**src/rtl/clock_time_counter_if.sv**
```systemverilog
// Control and display bundle of the timekeeping core.
// The master drives enable and the set pulses; the slave returns time and blink.
interface clock_time_counter_if;
    logic        enable;
    logic        inc_min;
    logic        inc_hour;
    logic [15:0] value;
    logic        sec_tick;
    logic        colon;

    modport master (
        output enable, inc_min, inc_hour,
        input  value, sec_tick, colon
    );

    modport slave (
        input  enable, inc_min, inc_hour,
        output value, sec_tick, colon
    );
endinterface

```
**src/rtl/clock_time_counter.sv**
```systemverilog
// 24-hour BCD timekeeper: divides the system clock to 1 Hz, keeps HH:MM:SS,
// and exposes HH:MM, a one-cycle second strobe and a colon blink.
module clock_time_counter #(
    parameter int unsigned CLK_HZ = 50_000_000
) (
    input  logic                 clock,
    input  logic                 reset,
    clock_time_counter_if.slave  bus
);
    localparam int unsigned PW = (CLK_HZ > 2) ? $clog2(CLK_HZ) : 1;

    logic [PW-1:0] presc_q, presc_d;
    logic [3:0]    sec_u_q, sec_u_d;
    logic [2:0]    sec_t_q, sec_t_d;
    logic [3:0]    min_u_q, min_u_d;
    logic [2:0]    min_t_q, min_t_d;
    logic [3:0]    hr_u_q, hr_u_d;
    logic [1:0]    hr_t_q, hr_t_d;
    logic          sec_tick_q, sec_tick_d;
    logic          colon_q, colon_d;

    logic tick, do_tick, sec_wrap, min_wrap, min_adv, hr_adv;

    always_comb begin
        tick     = bus.enable && (presc_q == PW'(CLK_HZ - 1));
        // A set pulse swallows a coinciding second tick entirely.
        do_tick  = tick && !bus.inc_min && !bus.inc_hour;
        sec_wrap = (sec_t_q == 3'd5) && (sec_u_q == 4'd9);
        min_wrap = (min_t_q == 3'd5) && (min_u_q == 4'd9);
        min_adv  = bus.inc_min || (do_tick && sec_wrap);
        hr_adv   = bus.inc_hour || (do_tick && sec_wrap && min_wrap);

        presc_d = presc_q;
        sec_u_d = sec_u_q;
        sec_t_d = sec_t_q;
        min_u_d = min_u_q;
        min_t_d = min_t_q;
        hr_u_d  = hr_u_q;
        hr_t_d  = hr_t_q;

        if (bus.inc_min) begin
            presc_d = '0;
        end else if (bus.enable) begin
            presc_d = tick ? '0 : presc_q + PW'(1);
        end

        if (bus.inc_min) begin
            sec_u_d = 4'd0;
            sec_t_d = 3'd0;
        end else if (do_tick) begin
            if (sec_u_q == 4'd9) begin
                sec_u_d = 4'd0;
                sec_t_d = sec_wrap ? 3'd0 : sec_t_q + 3'd1;
            end else begin
                sec_u_d = sec_u_q + 4'd1;
            end
        end

        if (min_adv) begin
            if (min_u_q == 4'd9) begin
                min_u_d = 4'd0;
                min_t_d = min_wrap ? 3'd0 : min_t_q + 3'd1;
            end else begin
                min_u_d = min_u_q + 4'd1;
            end
        end

        if (hr_adv) begin
            if ((hr_t_q == 2'd2) && (hr_u_q == 4'd3)) begin
                hr_u_d = 4'd0;
                hr_t_d = 2'd0;
            end else if (hr_u_q == 4'd9) begin
                hr_u_d = 4'd0;
                hr_t_d = hr_t_q + 2'd1;
            end else begin
                hr_u_d = hr_u_q + 4'd1;
            end
        end

        sec_tick_d = do_tick;
        colon_d    = (presc_d < PW'(CLK_HZ / 2));
    end

    always_ff @(posedge clock or posedge reset) begin
        if (reset) begin
            presc_q    <= '0;
            sec_u_q    <= '0;
            sec_t_q    <= '0;
            min_u_q    <= '0;
            min_t_q    <= '0;
            hr_u_q     <= '0;
            hr_t_q     <= '0;
            sec_tick_q <= 1'b0;
            colon_q    <= 1'b1;
        end else begin
            presc_q    <= presc_d;
            sec_u_q    <= sec_u_d;
            sec_t_q    <= sec_t_d;
            min_u_q    <= min_u_d;
            min_t_q    <= min_t_d;
            hr_u_q     <= hr_u_d;
            hr_t_q     <= hr_t_d;
            sec_tick_q <= sec_tick_d;
            colon_q    <= colon_d;
        end
    end

    assign bus.value    = {2'b00, hr_t_q, hr_u_q, 1'b0, min_t_q, min_u_q};
    assign bus.sec_tick = sec_tick_q;
    assign bus.colon    = colon_q;
endmodule

```
**src/flat_wrapper.sv**
```systemverilog
// flat-port wrapper written by rule: the top's interface ports become plain ports
module clock_time_counter_flat 
#(
    parameter int unsigned CLK_HZ = 50_000_000
)
  (clock, reset, bus_enable, bus_inc_min, bus_inc_hour, bus_value, bus_sec_tick, bus_colon);
  clock_time_counter_if bus_i ();
  input  logic clock;
  input  logic reset;
  input wire logic [$bits(bus_i.enable)-1:0] bus_enable;
  input wire logic [$bits(bus_i.inc_min)-1:0] bus_inc_min;
  input wire logic [$bits(bus_i.inc_hour)-1:0] bus_inc_hour;
  output wire logic [$bits(bus_i.value)-1:0] bus_value;
  output wire logic [$bits(bus_i.sec_tick)-1:0] bus_sec_tick;
  output wire logic [$bits(bus_i.colon)-1:0] bus_colon;
  assign bus_i.enable = bus_enable;
  assign bus_i.inc_min = bus_inc_min;
  assign bus_i.inc_hour = bus_inc_hour;
  assign bus_value = bus_i.value;
  assign bus_sec_tick = bus_i.sec_tick;
  assign bus_colon = bus_i.colon;
  clock_time_counter #(.CLK_HZ(CLK_HZ)) u_core (.clock(clock), .reset(reset), .bus(bus_i));
endmodule
```
**config.mk**
```make
export PLATFORM = sky130hd
export DESIGN_NAME = clock_time_counter_flat
export DESIGN_NICKNAME = d
export VERILOG_FILES = /design/src/rtl/clock_time_counter_if.sv /design/src/rtl/clock_time_counter.sv /design/src/flat_wrapper.sv
export SDC_FILE = /design/constraint.sdc
export NUM_CORES = 1
export LEC_CHECK = 0
export ABC_CLOCK_PERIOD_IN_PS = 7400
export CELL_PAD_IN_SITES_DETAIL_PLACEMENT = 0
export CELL_PAD_IN_SITES_GLOBAL_PLACEMENT = 1
export CORE_MARGIN = 10
export CORE_UTILIZATION = 50
export CTS_BUF_LIST = sky130_fd_sc_hd__clkbuf_2
export DETAILED_ROUTE_END_ITERATION = 10
export GPL_TIMING_DRIVEN = 0
export PLACE_DENSITY_LB_ADDON = 0.25
export SETUP_SLACK_MARGIN = 0.05
export SYNTH_ARGS = -nofsm -noshare
export SYNTH_HDL_FRONTEND = slang
export SYNTH_SLANG_ARGS = --single-unit
export TNS_END_PERCENT = 50
```
**constraint.sdc**
```tcl
create_clock -name clock -period 7.4 [get_ports clock]
set_clock_uncertainty 0.2 [all_clocks]
set_input_delay 1.11 -clock clock [delete_from_list [all_inputs] [get_ports clock]]
set_output_delay 1.11 -clock clock [all_outputs]
set_load 0.05 [all_outputs]
```
==> impl_metrics.ini, run 1 <==
[detailed_routing]
via_per_inst = 5.50
wire_per_inst_um = 14.7
wl_um = 5970
drtIter0Drc = 135
via_count = 2235
ant_nets = 0
first_pass_iters = 4
drc = 0

[yosys]
synth-seq-cells = 48
ys_seq_area_share_pct = 43.3
syn_avg_cell_area_um2 = 9.14
synth_cell_type_count = 54
synth_enable_flop_cells = 0
synth_flop_cell = dfrtp_1
async_flop_share_pct = 100
syn_area_um2 = 2780
syn-instance-count = 304
yosysWarnings = 0

[timing]
period_minus_slack_ns = 3.54
rsz0062_at_grt = no
worst_pin_slew_ns = 0.809
fmax_ghz = 0.283
hold_viol = 0
slew_headroom_pct = 45.5
final.setup.tns_ns = 0
final.period_utilization_pct = 47.8
finalSetupViolations = 0
slew_viol_final = 0

[clocking]
postCtsSetupBuffers = 0
clkSinkCount = 48
cts_buffers = 5
root_buffer = clkbuf_2
clockBufferDepth = 2
cts_tree = built
clk_pin_slew_worst_paths_ns = 0.26
postCtsHoldBufs = 0
htree_levels = 2
clk_latency_ns = 0.43
cts_resized = 0

[cells_and_area]
fin_cells = 406
num-nets-final = 347
most-common-layout-cells = dfrtp_1 (47), nor2_1 (41), nand2_1 (26)
final_common_cell = dfrtp_1
final_layout_size_suffix_gt1_share_pct = 9.58
area_growth_pct = 13.4
fin_area_um2 = 3150
antenna_cells = 0

[setup_path]
slowest_stage = nor4_1
arrival_ns = 3.74
r2r_slack_ns = 4.30
worst_setup_path_end_kind = flip-flop
reg2regPathDepth = 6
critPathMaxFanout = 5
r2r-end = u_core.presc_q[7]
crit_buf_inv = 1
worstSetupPathType = input port to flip-flop
startpoint = bus_enable
cp_top_family = simple AND/OR/NAND/NOR gates
crit_chain = clkdlybuf4s50_1 -> nand4_1 -> nor4_1 -> nand2_1 -> xor2_1 -> o31ai_1 -> a31oi_1 -> o31a_1
worstPathRequired_ns = 7.60
r2r-start = u_core.presc_q[18]
start_kind = input port
cpPeakStageDelay_ns = 0.78

[die]
io_pins = 23
core_area_um2 = 5440
start_util_pct = 51.1
die-area_um2 = 8940
die_y_um = 94.6
rows = 27
die_x_um = 94.6

[run]
cap_violations = 0

[placement]
placedInstanceArea_um2 = 3090
hpwl_um = 4490
routabilityCongestion = 0.809
numPortBuffers = 19
place_inst = 398

[run_status]
status = complete, no violations

[min_path]
worstHoldStart = u_core.min_t_q[2]
hp-class = flip-flop to flip-flop
whs_path_depth = 1
whs_endpoint = u_core.min_t_q[2]

[power]
power_density_nw_per_um2 = 244
p_leak_nw = 1.32
ir_worst_vdd_mv = 0.280

[global_routing]
antenna_found_initial = 0
grt_max_degree = 29
grt_usage_pct = 14.4
overflow = 0
grt_pass1_wl_um = 10500
grt_pass1_vias = 2153
==> state kept, by name, indices dropped and copies added (netlist names) <==
signal	cells
u_core.hr_u_q	4
u_core.sec_u_q	4
u_core.min_t_q	3
u_core.hr_t_q	2
u_core.bus.sec_tick	1
u_core.presc_q	26
u_core.min_u_q	4
u_core.sec_t_q	3
u_core.bus.colon	1
==> cells by family (layout without fill, tap and decap cells) <==
group / Yosys count / count (layout) / share of synthesized area [%]
XOR/XNOR: 24 / 24 / 7.56
flip-flops: 48 / 48 / 43.3
multiplexers: 3 / 3 / 1.13
AND/OR/NAND/NOR: 146 / 146 / 28.6
buffers and inverters: 24 / 52 / 4.01
other: 1 / 3 / 0.135
adder cells (fa/ha/maj): 9 / 9 / 4.05
AO/OA/AOI/OAI: 49 / 49 / 11.2
==> area by class of cell <==
cell class	count	area [µm²]
Sequential cell	48	1200
Fill cell	519	2290
Clock inverter	2	35.0
Inverter	14	52.6
Multi-Input combinational cell	234	1470
Clock buffer	6	30.0
Buffer	10	58.8
Tap cell	72	90.1
Timing Repair Buffer	20	210
==> through the flow <==
stage | hold slack [ns] | worst slack [ns] | power, mW | util [%]
after detailed placement | 0.303 | 3.43 | 0.632 | 56.8
after floorplan | 0.288 | 4.36 | 0.534 | -
after CTS | 0.334 | 3.95 | 0.778 | 57.9
final | 0.336 | 3.86 | 0.768 | 57.9
after global routing | 0.366 | 3.76 | 0.812 | 57.9
after global placement | 0.294 | 3.39 | 0.625 | 56.4
==> worst max-delay path by stage <==
stage,end,slack (ns),cells past startpoint
3_3_place_gp,u_core.bus.colon,3.39,8
3_5_place_dp,u_core.bus.colon,3.43,8
2_1_floorplan,u_core.bus.colon,4.36,7
6_report,u_core.bus.colon,3.86,8
4_1_cts,u_core.bus.colon,3.95,8
5_1_grt,u_core.bus.colon,3.76,8
==> report_power, final <==
group / leakage, nW / internal [mW] / switching [mW]
Clock: 0.0430 / 0.0580 / 0.0865
Combinational: 0.629 / 0.0987 / 0.185
Sequential: 0.643 / 0.296 / 0.0430
Total: 1.32 / 0.453 / 0.315
==> layer usage <==
metal | up-vias | share of wire (%) | GRT usage, %
met2 | 47 | 44 | 22.8
li1 | 1139 | - | -
met4 | 0 | 1.3 | 4.11
met5 | - | 0 | 0
met3 | 7 | 4.4 | 3.17
met1 | 1042 | 50 | 19.3
==> synthesized netlist by cell type (3+ instances only) <==
library cell  count  area, µm²
o21ai_0          14       70.1
inv_1            14       52.6
nand4_1           7       43.8
nand2_1          26       97.6
nor3b_1           3       22.5
nor4_1            6       37.5
nor3_1            8       40.0
and4_1            4       35.0
o31ai_1           9       67.6
dfrtp_1          47       1180
and3_1            4       25.0
or3_1             4       25.0
xnor2_1          12        105
a21o_1            3       22.5
a21oi_1          11       55.1
nor2_1           41        154
and3_2            3       22.5
xor2_1           12        105
ha_1              9        113
buf_4             3       22.5
nand2b_1          3       18.8
nand3_1          20        100
clkbuf_1          4       15.0
(Power assumes the default switching activity.)
==> inputs of run 2 (changes only) <==
--- a/config.mk
+++ b/config.mk
@@ -5,11 +5,11 @@
 export SDC_FILE = /design/constraint.sdc
 export NUM_CORES = 1
 export LEC_CHECK = 0
-export ABC_CLOCK_PERIOD_IN_PS = 7400
+export ABC_CLOCK_PERIOD_IN_PS = 3300
 export CELL_PAD_IN_SITES_DETAIL_PLACEMENT = 0
 export CELL_PAD_IN_SITES_GLOBAL_PLACEMENT = 1
 export CORE_MARGIN = 10
-export CORE_UTILIZATION = 50
+export CORE_UTILIZATION = 46
 export CTS_BUF_LIST = sky130_fd_sc_hd__clkbuf_2
 export DETAILED_ROUTE_END_ITERATION = 10
 export GPL_TIMING_DRIVEN = 0
==> constraint.sdc (replaced) <==
create_clock -name clock -period 3.3 [get_ports clock]
set_clock_uncertainty 0.2 [all_clocks]
set_input_delay 0.495 -clock clock [delete_from_list [all_inputs] [get_ports clock]]
set_output_delay 0.495 -clock clock [all_outputs]
set_load 0.05 [all_outputs]
==> impl_metrics.ini, run 2 (same netlist as run 1, synthesis figures left out) <==
[run_status]
status = complete, no violations

[cells_and_area]
regArea_um2 = 1200
antenna_cells = 0
final_common_cell = dfrtp_1
fin_area_um2 = 3160
area_growth_pct = 13.8
top_register = u_core.presc_q
fin_cells = 409
most-common-layout-cells = dfrtp_1 (47), nor2_1 (41), nand2_1 (26)
finish.utilization_pct = 53.7
nFillCells = 562
final_layout_size_suffix_gt1_share_pct = 9.88
num-nets-final = 347
largest_reg_flops = 26
multiInputGateArea_um2 = 1480

[die]
io_pins = 23
die_y_um = 97.7
die-area_um2 = 9550
die_x_um = 97.7
start_util_pct = 47.2
core_area_um2 = 5890
rows = 28

[placement]
hpwl_um = 4360
placedInstanceArea_um2 = 3090
routabilityCongestion = 0.792
place_inst = 401
numPortBuffers = 19

[detailed_routing]
drc = 0
via_per_inst = 5.48
via_count = 2240
wire_per_inst_um = 14.4
ant_nets = 0
wl_um = 5890
drtIter0Drc = 88
first_pass_iters = 5

[power]
ir_worst_vdd_mv = 0.629
power_density_nw_per_um2 = 546
p_leak_nw = 1.31
power_mw = 1.73

[clocking]
cts_tree = built
clockBufferDepth = 2
cts_buffers = 5
root_buffer = clkbuf_2
clkSinkCount = 48
htree_levels = 2
clk_pin_slew_worst_paths_ns = 0.25
cts_resized = 0
postCtsHoldBufs = 0
postCtsSetupBuffers = 0
clk_latency_ns = 0.46

[timing]
worst_pin_slew_ns = 0.907
slew_headroom_pct = 38.9
period_minus_slack_ns = 2.95
finalSetupViolations = 0
hold_viol = 0
final.period_utilization_pct = 89.3
fmax_ghz = 0.339
slew_viol_final = 0
rsz0062_at_grt = no
whs_ns = 0.176

[setup_path]
worstSetupPathType = input port to flip-flop
worstPathRequired_ns = 3.51
worst_setup_path_end_kind = flip-flop
critPathMaxFanout = 5
arrival_ns = 3.16
start_kind = input port

[global_routing]
grt_max_degree = 26
grt_pass1_wl_um = 10400
grt_usage_pct = 12.7
grt_pass1_vias = 2090
overflow = 0
antenna_found_initial = 0

[run]
cap_violations = 0

[min_path]
hp-class = input port to async pin
==> run 2: changes by cell type in the layout (fill, tap and decap cells not counted), sizes merged <==
cell	before	now
clkinvlp	0	1
clkbuf	10	9
==> run 2: worst paths after layout <==
kind | start | end | slack, ns | cells after the start
worst max-delay path | bus_enable | u_core.bus.colon | 0.35 | 8
worst min-delay path | reset | u_core.hr_t_q[1] | 0.18 | 2
worst max register to register | u_core.presc_q[0] | u_core.min_t_q[2] | 0.36 | 8
worst min register to register | u_core.hr_t_q[1] | u_core.hr_t_q[1] | 0.32 | 1
max in group asynchronous | reset | u_core.bus.colon | 2.13 | 3
min in group clock | u_core.hr_t_q[1] | u_core.hr_t_q[1] | 0.32 | 1
==> run 2: worst max-delay path: stages <==
cell and delay [ns]:
clkdlybuf4s50_1 0.56, nand4_1 0.26, nor4_1 0.85, nand2_1 0.15, xor2_1 0.25, and3_1 0.19, a31oi_1 0.09, o31a_1 0.31
==> run 2: layout make-up <==
type / instances / share of cell area (%)
Buffer: 10 / 1.86
Clock inverter: 3 / 1.34
Multi-Input combinational cell: 234 / 46.7
Inverter: 14 / 1.66
Clock buffer: 5 / 0.791
Sequential cell: 48 / 38.0
Tap cell: 75 / 2.97
Timing Repair Buffer: 20 / 6.65
==> run 2: layer usage <==
layer	global-route usage, %	wire [µm]
met2	19.6	2720
met5	0	0
met4	4.92	103
met3	2.99	202
met1	16.8	2860
==> run 2: stage by stage <==
stage                     setup TNS (ns)  worst slack, ns
final                                  0            0.352
after global routing                   0            0.111
after CTS                              0            0.248
after detailed placement          -0.115           -0.115
after global placement            -0.134           -0.134
after floorplan                        0            0.651
==> run 2: power breakdown <==
group / internal [mW] / switching [mW] / leakage (nW)
registers: 0.664 / 0.0983 / 0.643
logic: 0.221 / 0.411 / 0.630
clock network: 0.126 / 0.205 / 0.0390
total: 1.01 / 0.714 / 1.31
==> inputs of run 3 (changes only) <==
--- a/config.mk
+++ b/config.mk
@@ -5,7 +5,7 @@
 export SDC_FILE = /design/constraint.sdc
 export NUM_CORES = 1
 export LEC_CHECK = 0
-export ABC_CLOCK_PERIOD_IN_PS = 3300
+export ABC_CLOCK_PERIOD_IN_PS = 3000
 export CELL_PAD_IN_SITES_DETAIL_PLACEMENT = 0
 export CELL_PAD_IN_SITES_GLOBAL_PLACEMENT = 1
 export CORE_MARGIN = 10
@@ -15,6 +15,7 @@
 export GPL_TIMING_DRIVEN = 0
 export PLACE_DENSITY_LB_ADDON = 0.25
 export SETUP_SLACK_MARGIN = 0.05
+export SLEW_MARGIN = 25
 export SYNTH_ARGS = -nofsm -noshare
 export SYNTH_HDL_FRONTEND = slang
 export SYNTH_SLANG_ARGS = --single-unit
==> constraint.sdc (replaced) <==
create_clock -name clock -period 3 [get_ports clock]
set_clock_uncertainty 0.2 [all_clocks]
set_input_delay 0.45 -clock clock [delete_from_list [all_inputs] [get_ports clock]]
set_output_delay 0.45 -clock clock [all_outputs]
set_load 0.05 [all_outputs]
==> impl_metrics.ini, run 3 (same netlist as run 1, synthesis figures left out) <==
[run_status]
status = complete, no violations

[clocking]
root_buffer = clkbuf_2
clockBufferDepth = 2
clkSinkCount = 48
postCtsHoldBufs = 0
clk_latency_ns = 0.42
htree_levels = 2
cts_buffers = 5
clk_pin_slew_worst_paths_ns = 0.23
cts_tree = built

[timing]
finalSetupViolations = 0
fmax_ghz = 0.357
whs_ns = 0.216
hold_viol = 0
period_minus_slack_ns = 2.80
slew_viol_final = 0
slew_headroom_pct = 53.8
rsz0062_at_grt = yes
worst_pin_slew_ns = 0.687
final.period_utilization_pct = 93.5
final.setup.tns_ns = 0
setup_slack_ns = 0.196

[min_path]
hp-class = input port to async pin

[power]
power_mw = 1.80
ir_worst_vdd_mv = 0.654
power_density_nw_per_um2 = 570
p_leak_nw = 1.32

[cells_and_area]
final_layout_size_suffix_gt1_share_pct = 11.3
most-common-layout-cells = dfrtp_1 (46), nor2_1 (41), nand2_1 (26)
nFillCells = 577
area_growth_pct = 13.9
largest_reg_flops = 26
fin_cells = 412
num-nets-final = 350
top_register = u_core.presc_q
antenna_cells = 0
final_common_cell = dfrtp_1

[setup_path]
critPathMaxFanout = 9
worstSetupPathType = flip-flop to flip-flop
arrival_ns = 2.97
slowest_stage = or4_4
start_kind = flip-flop
cp_top_family = simple AND/OR/NAND/NOR gates
worst_setup_path_end_kind = flip-flop
crit_chain = ha_1 -> nand3_2 -> or4_4 -> or3_2 -> clkbuf_1 -> or3_1 -> a21oi_1
cpPeakStageDelay_ns = 0.56
worstPathRequired_ns = 3.17
crit_buf_inv = 1

[die]
die_y_um = 97.7
die_x_um = 97.7
start_util_pct = 47.2
core_area_um2 = 5890
rows = 28
die-area_um2 = 9550
io_pins = 23

[placement]
numPortBuffers = 19
hpwl_um = 4230
routabilityCongestion = 0.792
place_ws_ns = -0.343
place_inst = 400

[detailed_routing]
drc = 0
wl_um = 5920
via_per_inst = 5.42
first_pass_iters = 4
ant_nets = 0
wire_per_inst_um = 14.4
via_count = 2233
drtIter0Drc = 109

[global_routing]
grt_pass1_vias = 2094
grt_pass1_wl_um = 10100
grt_usage_pct = 12.4
grt_max_degree = 49
antenna_found_initial = 0
overflow = 0

[run]
cap_violations = 0
run 3: changes by cell type in the layout (fill, tap and decap cells not counted), sizes merged:
cell	change
bufinv	-1
clkinvlp	-1
clkbuf	+2
buf	+3
run 3: layout make-up:
cell class,instances,area [µm²],share of cell area [%]
Clock inverter,1,5.00,0.158
Sequential cell,48,1200,38.0
Buffer,10,58.8,1.86
Tap cell,75,93.8,2.97
Timing Repair Buffer,23,220,6.96
Multi-Input combinational cell,234,1490,47.2
Inverter,14,55.1,1.74
Clock buffer,7,35.0,1.11
run 3: where the power goes:
group          internal (mW)  switching, mW  total [mW]
Combinational          0.242          0.453       0.695
Sequential             0.731          0.107       0.837
Clock                 0.0636          0.206       0.270
run 3: final timing paths:
kind / to / slack [ns] / startpoint / cells after the start
worst max-delay path: u_core.sec_u_q[0] / 0.20 / u_core.presc_q[0] / 7
worst min-delay path: u_core.hr_t_q[1] / 0.22 / reset / 2
worst max register to register: u_core.sec_u_q[0] / 0.20 / u_core.presc_q[0] / 7
worst min register to register: u_core.hr_t_q[1] / 0.32 / u_core.hr_t_q[1] / 1
max in group asynchronous: u_core.presc_q[0] / 1.95 / reset / 2
min in group clock: u_core.hr_t_q[1] / 0.32 / u_core.hr_t_q[1] / 1
run 3: timing repair:
action,4_1_cts,5_1_grt
setup endpoints to repair,11,19
resized for setup,1,3
pin swaps,1,1
setup buffers,2,2
run 3: routing by layer:
| metal | track usage (%) | vias up | wire [µm] |
|---|---|---|---|
| met5 | 0 | - | 0 |
| met3 | 2.77 | 5 | 193 |
| met1 | 16.2 | 1066 | 2930 |
| li1 | - | 1138 | - |
| met2 | 19.6 | 24 | 2740 |
| met4 | 4.03 | 0 | 57 |
run 3: metrics by stage:
| step | utilization, % | area [µm²] |
|---|---|---|
| global route | 53.8 | 3160 |
| global placement | 52.2 | 3070 |
| finish | 53.8 | 3160 |
| CTS | 53.2 | 3130 |
| detailed placement | 52.2 | 3070 |
| floorplan | - | 2790 |
==> RTL edit (config.mk and constraints of run 2) <==
`CLK_HZ` is set to 50_000_000 in 2 places; all go to 12_500_000.
--- a/src/rtl/clock_time_counter.sv
+++ b/src/rtl/clock_time_counter.sv
@@ -2,5 +2,5 @@
 // and exposes HH:MM, a one-cycle second strobe and a colon blink.
 module clock_time_counter #(
-    parameter int unsigned CLK_HZ = 50_000_000
+    parameter int unsigned CLK_HZ = 12_500_000
 ) (
     input  logic                 clock,
--- a/src/flat_wrapper.sv
+++ b/src/flat_wrapper.sv
@@ -2,5 +2,5 @@
 module clock_time_counter_flat 
 #(
-    parameter int unsigned CLK_HZ = 50_000_000
+    parameter int unsigned CLK_HZ = 12_500_000
 )
   (clock, reset, bus_enable, bus_inc_min, bus_inc_hour, bus_value, bus_sec_tick, bus_colon);
Check against the original RTL: no difference found for any inputs over 10 cycles, from zero or initial values and one cycle with reset high; that may be too few to reach the edited logic, so the function may still have changed.
==> RTL edit against run 2 <==
Total power shrank 1.2%. Critical path type is now flop to flop. Wire length down 0.75%. Cell area up 3.6%. Sequential share of layout area decreased by 2.8 points. Combinational power up 4.6%. Fmax down 7.6%. Highest routed layer unchanged. Sequential cell count down 2. Area after synthesis up 0.59%. Register-to-register slack got worse by 0.25 ns. Sequential power is 3.3% lower. Setup slack worse by 0.24 ns. Critical endpoint unchanged. Cell count grew 2.2%. Synthesized cell count rose by 0.33%.
==> RTL edit: results (changes against run 2) <==
Mapped Cells: 305 (+0.33%)
Max VDD drop: 0.517 mV (-18%)
Fillers: 542 (-3.6%)
Comb pwr: 661 µW (+4.6%)
Final critical-path share of the clock period: 96.7% (+7.4 points)
Via count: 2,236 (-0.18%)
Startpoint class of the critical path: flop
Status: finished clean
Met2 usage: 19.2% (-0.38 points)
R2r startpoint: u_core.presc_q[7]
Max-slew headroom: 65.9% (+27 points)
Placer's final routability congestion estimate: 0.850 (+7.2%)
Commonest cells in the netlist: 45 x dfrtp_1, 39 x nor2_1, 22 x nand3_1, 20 x nand2_1, 15 x xnor2_1
Slowest stage cell, crit path: or4_4
Placed cells: 402 (+0.25%)
Leak: 1.38 nW (+4.9%)
Cell Count, Final, Fillers Out: 418 (+2.2%)
Register-to-register setup slack: 0.11 ns (-0.25 ns)
Worst Path Max Fanout: 7 (+2)
Met3 usage: 2.82% (-0.17 points)
Skew-Pair Late Insertion Delay: 0.42 ns (-0.04 ns)
Layout cells sized above 1: 14.3% (+4.4 points)
Hold_ws: 0.0283 ns (-0.148 ns)
Drt wl/cell: 14.0 µm (-2.9%)
Seq/Total Area, Yosys: 41.2% (-2.0 points)
P_seq: 737 µW (-3.3%)
GRT Overall Usage: 12.2% (-0.55 points)
[RTL edit: cell families (layout without fill, tap and decap cells)]
logic type | count (synthesis) | count (layout) | synth area share (%)
AOI/OAI and AO/OA | 53 | 53 | 12.7
xor gates and xnor gates | 25 | 25 | 7.83
adders and majority gates | 10 | 10 | 4.39
buffers and inverters | 26 | 62 | 4.70
DFF | 46 | 46 | 41.2
muxes | 4 | 4 | 1.52
other | 1 | 3 | 0.134
and+or+nand+nor | 140 | 140 | 27.5
[RTL edit: final cells by class]
class                   count  area [µm²]  share of cell area, %
plain buffers              13        88.8                   2.71
repair buffers             29         278                   8.48
multi-input cells         235        1550                   47.4
inverters                  13        48.8                   1.49
well taps                  75        93.8                   2.86
clock inverters             2        33.8                   1.03
clock buffers               5        25.0                  0.764
flip-flops and latches     46        1150                   35.2
[RTL edit: critical path: cells and delay by family (launching register included)]
family	cells	cell delay, ns
AOI/OAI and AO/OA	4	0.83
adders and majority gates	1	0.37
buffers and inverters	1	0.15
DFF	1	0.49
and+or+nand+nor	2	1.09
